File: src/rtl/gf_seq_pkg.sv
// Shared types and constants for the guided-filter stage sequencer.
// Stage indices name the filter passes in the order they normally run.
package gf_seq_pkg;

   localparam int NUM_STAGES_DEF = 6;
   localparam int IDX_W_DEF      = 3;
   localparam int TIMEOUT_DEF    = 70000;
   localparam int TO_W_DEF       = 17;

   localparam int STG_MEAN_I = 0;
   localparam int STG_MEAN_P = 1;
   localparam int STG_CORR   = 2;
   localparam int STG_VAR    = 3;
   localparam int STG_A      = 4;
   localparam int STG_B      = 5;

   typedef enum logic [2:0] {
      ST_IDLE,
      ST_LAUNCH,
      ST_WAIT,
      ST_NEXT,
      ST_FINISH
   } seq_state_e;

endpackage

File: src/rtl/gf_next_stage.sv
// Finds the next enabled stage: lowest set mask bit strictly above i_idx,
// or the lowest set bit overall when i_first is high.
module gf_next_stage
   import gf_seq_pkg::*;
#(
   parameter int NUM_STAGES = NUM_STAGES_DEF,
   parameter int IDX_W      = IDX_W_DEF
) (
   input  logic [NUM_STAGES-1:0] i_mask,
   input  logic [IDX_W-1:0]      i_idx,
   input  logic                  i_first,
   output logic [IDX_W-1:0]      o_idx,
   output logic                  o_found
);

   // Scan from the top down so the last hit is the lowest qualifying bit.
   always_comb begin
      o_idx   = '0;
      o_found = 1'b0;
      for (int i = NUM_STAGES - 1; i >= 0; i--) begin
         if (i_mask[i] && (i_first || (i > int'(i_idx)))) begin
            o_idx   = IDX_W'(i);
            o_found = 1'b1;
         end
      end
   end

endmodule

File: src/rtl/gf_stage_sequencer.sv
// Runs the enabled guided-filter stages in index order over the ena/done
// handshake, drives the shared-RAM select and watches for hung stages.
module gf_stage_sequencer
   import gf_seq_pkg::*;
#(
   parameter int NUM_STAGES = NUM_STAGES_DEF,
   parameter int IDX_W      = IDX_W_DEF,
   parameter int TIMEOUT    = TIMEOUT_DEF,
   parameter int TO_W       = TO_W_DEF
) (
   input  logic                  iCLK,
   input  logic                  iRST,
   input  logic                  start,
   input  logic                  abort,
   input  logic [NUM_STAGES-1:0] stage_mask,
   input  logic [NUM_STAGES-1:0] stage_done,
   output logic [NUM_STAGES-1:0] stage_ena,
   output logic [IDX_W-1:0]      sel,
   output logic                  busy,
   output logic                  done,
   output logic                  err,
   output logic [IDX_W-1:0]      err_stage
);

   seq_state_e            r_state;
   logic [IDX_W-1:0]      r_idx;
   logic [NUM_STAGES-1:0] r_mask;
   logic [TO_W-1:0]       r_timer;
   logic                  r_err;
   logic [IDX_W-1:0]      r_err_stage;
   logic [NUM_STAGES-1:0] r_ena;
   logic                  r_done;
   logic                  r_busy;

   logic                  w_first;
   logic [NUM_STAGES-1:0] w_scan_mask;
   logic [IDX_W-1:0]      w_nxt_idx;
   logic                  w_found;
   logic [NUM_STAGES-1:0] w_nxt_onehot;
   logic                  w_cur_done;
   logic                  w_timeout;

   // In IDLE the search looks at the incoming mask; afterwards at the latched one.
   assign w_first      = (r_state == ST_IDLE);
   assign w_scan_mask  = w_first ? stage_mask : r_mask;
   assign w_nxt_onehot = NUM_STAGES'(1) << w_nxt_idx;
   assign w_cur_done   = stage_done[r_idx];
   assign w_timeout    = (r_timer == TO_W'(TIMEOUT - 1));

   gf_next_stage #(
      .NUM_STAGES (NUM_STAGES),
      .IDX_W      (IDX_W)
   ) u_next (
      .i_mask  (w_scan_mask),
      .i_idx   (r_idx),
      .i_first (w_first),
      .o_idx   (w_nxt_idx),
      .o_found (w_found)
   );

   // Pulse outputs are registered alongside the state transition that implies them.
   always_ff @(posedge iCLK or posedge iRST) begin
      if (iRST) begin
         r_state     <= ST_IDLE;
         r_idx       <= '0;
         r_mask      <= '0;
         r_timer     <= '0;
         r_err       <= 1'b0;
         r_err_stage <= '0;
         r_ena       <= '0;
         r_done      <= 1'b0;
         r_busy      <= 1'b0;
      end else begin
         r_ena  <= '0;
         r_done <= 1'b0;
         if (abort && (r_state != ST_IDLE)) begin
            r_state <= ST_IDLE;
            r_busy  <= 1'b0;
         end else begin
            case (r_state)
               ST_IDLE: begin
                  if (start) begin
                     r_mask      <= stage_mask;
                     r_err       <= 1'b0;
                     r_err_stage <= '0;
                     r_busy      <= 1'b1;
                     if (w_found) begin
                        r_idx   <= w_nxt_idx;
                        r_ena   <= w_nxt_onehot;
                        r_state <= ST_LAUNCH;
                     end else begin
                        r_done  <= 1'b1;
                        r_state <= ST_FINISH;
                     end
                  end
               end
               ST_LAUNCH: begin
                  r_timer <= '0;
                  r_state <= ST_WAIT;
               end
               ST_WAIT: begin
                  r_timer <= r_timer + 1'b1;
                  if (w_cur_done) begin
                     r_state <= ST_NEXT;
                  end else if (w_timeout) begin
                     r_err       <= 1'b1;
                     r_err_stage <= r_idx;
                     r_busy      <= 1'b0;
                     r_state     <= ST_IDLE;
                  end
               end
               ST_NEXT: begin
                  if (w_found) begin
                     r_idx   <= w_nxt_idx;
                     r_ena   <= w_nxt_onehot;
                     r_state <= ST_LAUNCH;
                  end else begin
                     r_done  <= 1'b1;
                     r_state <= ST_FINISH;
                  end
               end
               ST_FINISH: begin
                  r_busy  <= 1'b0;
                  r_state <= ST_IDLE;
               end
               default: begin
                  r_busy  <= 1'b0;
                  r_state <= ST_IDLE;
               end
            endcase
         end
      end
   end

   assign stage_ena = r_ena;
   assign sel       = r_idx;
   assign busy      = r_busy;
   assign done      = r_done;
   assign err       = r_err;
   assign err_stage = r_err_stage;

endmodule

File: config.mk
export PLATFORM = sky130hd
export DESIGN_NAME = gf_stage_sequencer
export DESIGN_NICKNAME = d
export VERILOG_FILES = /design/src/rtl/gf_seq_pkg.sv /design/src/rtl/gf_next_stage.sv /design/src/rtl/gf_stage_sequencer.sv
export SDC_FILE = /design/constraint.sdc
export NUM_CORES = 1
export LEC_CHECK = 0
export ABC_AREA = 1
export CAP_MARGIN = 40
export CORE_ASPECT_RATIO = 1.1
export CORE_MARGIN = 3
export CORE_UTILIZATION = 35
export DETAILED_ROUTE_END_ITERATION = 10
export SLEW_MARGIN = 15
export SYNTH_ARGS = -nofsm -noshare
export SYNTH_HDL_FRONTEND = slang
export SYNTH_SLANG_ARGS = --single-unit
File: constraint.sdc
create_clock -name iCLK -period 2.3 [get_ports iCLK]
set_input_delay 0.345 -clock iCLK [delete_from_list [all_inputs] [get_ports iCLK]]
set_output_delay 0.345 -clock iCLK [all_outputs]
set_load 0.1 [all_outputs]
==> results.ini <==
[worst_setup_path]
start_kind = flop
worstSetupPathType = reg -> reg
r2r_end = err
endpoint_kind = flop
required_ps = 2480
worstPathMaxFanout = 5
rr_startpoint = r_timer[0]
crit_arrival_ps = 1880
worstRegToRegCells = 8
reg2reg_slack_ps = 590

[clock_tree]
ctsHoldBuffers = 0
cts_buffer_depth = 2
htreeDepth = 2
postCtsSetupBuffers = 0
cts_resized = 0
cts_tree = yes
cts.sinks = 40
path_clk_slew_ps = 70
insertion_delay_ps = 290
root_buffer = clkbuf_8
numCtsBuffers = 5

[pwr]
p_per_area_nw_per_um2 = 1210
vdd_drop_max_uv = 731
p_seq_share_pct = 30.7
p_comb_share_pct = 56.0
switching_share_pct = 53.4
finalPower_uw = 3290
power.leakage_uw = 0.00135
clkPwrFrac_pct = 13.4
p_sw_uw = 1760
power.internal_uw = 1540

[route]
dr.pass1.iters = 4
drt-vias-per-instance = 4.83
vias = 2081
ant_nets = 0
wl_per_cell_um = 11.8
routed_wl_um = 5080
drt-initial-drc-count = 94
drc = 0

[global_route]
grt_pass1_wl_um = 9340
grtUsageTotal_pct = 14.9
antenna_found_initial = 0
overflow = 0
grt_pass1_vias = 2126
grt_max_degree = 41

[logic_synthesis]
syn_nets = 332
synth_edf_count = 0
async_reset_ff_share_pct = 100
synth_seq_cells = 40
synth_cells = 315
yosys.cell_types.count = 32
synth.yosys.seq_area_share_pct = 43.7
synth-main-ff-cell = dfrtp_1
yosysWarnings = 0
synth_area_um2 = 2290
synth_area_per_cell_um2 = 7.26

[sta]
fmax_mhz = 586
worst_slack_ps = 594
finalMaxSlewViolations = 0
tns_ps = 0
grt_setup_unrepaired = no
final_hold_viol_count = 0
min_period_over_period_pct = 74.2
hold_ws_ps = 483
setup_viol = 0
slew-limit-headroom_pct = 65.8
final.setup_skew_ps = 7.51
period_needed_ps = 1710
worstMarginPinSlew_ps = 513

[placed_design]
post-place-ws_ps = 484
io_buffers = 30
gp_congestion = 0.839
place_hpwl_um = 3900
dpl_cell_area_um2 = 2640

[die]
die_area_um2 = 7550
die_height_um = 90.8
start_util_pct = 36.5
std_cell_rows = 30
die_width_um = 83.1
ioPinCount = 31
core_region_area_um2 = 6270

[finish]
final_cell_mix = 93 x nand2_1, 45 x nor2_1, 40 x dfrtp_1
num_antenna_cells = 0
drive_gt1_share_pct = 14.2
final_common_cell = nand2_1
fin_area_um2 = 2720
syn_to_final_growth_pct = 18.9
final_nets = 368

[hold_path]
hold_class = in -> async

[flow_run]
drv_cap = 0

[status]
status = completed

-- cells in the mapped netlist, types with 2 or more instances --
master / number / share of area [%]
inv_2: 3 / 0.49
nand3_2: 3 / 1.3
o31ai_1: 2 / 0.66
nand2_2: 6 / 1.6
inv_1: 39 / 6.4
nand3_1: 22 / 4.8
nor3_1: 4 / 0.87
dfrtp_1: 40 / 44
nor2_4: 3 / 1.5
nand4_1: 7 / 1.9
xor2_1: 3 / 1.1
a21oi_1: 8 / 1.7
o21ai_0: 16 / 3.5
nand2_1: 93 / 15
nor2_1: 45 / 7.4
nor2_2: 4 / 1.1
nand2_4: 2 / 0.98
-- cells by family after synthesis --
logic type	count (synthesis)	share of synthesized area (%)
adders and majority gates	1	0.547
AOI/OAI and AO/OA	35	9.24
buffers and inverters	45	7.87
xor gates and xnor gates	3	1.15
and+or+nand+nor	191	37.5
DFF	40	43.7
-- how the worst max path moves through the flow --
stage	startpoint	slack, ps	end
2_1_floorplan	sel[2]	290	sel[0]
3_3_place_gp	stage_done[2]	510	err_stage[2]
3_5_place_dp	abort	480	err_stage[2]
4_1_cts	r_timer[0]	590	err_stage[2]
5_1_grt	r_timer[0]	430	err_stage[2]
6_report	r_timer[0]	590	err
-- worst max-delay path, cell delays in order, from the launching register on --
cell and delay, ps:
dfrtp_1 420, ha_1 200, nand3_1 150, inv_1 120
nand4_1 190, a21oi_2 290, nand2_2 110, nand2_1 70
nand2_1 50
-- routing by layer --
layer,up-vias,wire length (µm),GRT usage (%)
met5,-,0,0
met4,0,64,4.36
met3,6,206,3.47
met2,36,2390,25.1
met1,976,2420,18.9
li1,1063,-,-
-- power by group through the flow --
| stage | logic, µW | clock network, µW | registers (µW) |
|---|---|---|---|
| 2_1_floorplan | 973 | 0 | 1530 |
| 3_3_place_gp | 1840 | 0 | 1020 |
| 3_5_place_dp | 1860 | 0 | 1020 |
| 4_1_cts | 1860 | 459 | 1010 |
| 5_1_grt | 2060 | 490 | 1040 |
| 6_report | 1840 | 440 | 1010 |
-- flip-flops by register name (all words and copies together), names as in the netlist --
name and flops:
sel 3, r_timer 17, r_state 3, busy 1
stage_ena 6, r_mask 5, err_stage 3, done 1
err 1
-- through the flow --
step / utilization (%) / std cells
2_1_floorplan: - / 315
4_1_cts: 43.4 / 431
5_1_grt: 43.4 / 431
3_5_place_dp: 42.2 / 424
6_report: 43.4 / 431
3_3_place_gp: 42.2 / 424
-- cell type report --
type                            count  area, µm²
Inverter                           43        164
Tap cell                           80        100
Clock buffer                        6       72.6
Sequential cell                    40       1000
Timing Repair Buffer               31        270
Clock inverter                      1       5.00
Multi-Input combinational cell    230       1110
Fill cell                         653       3550
Power figures use the tool's default switching activity.
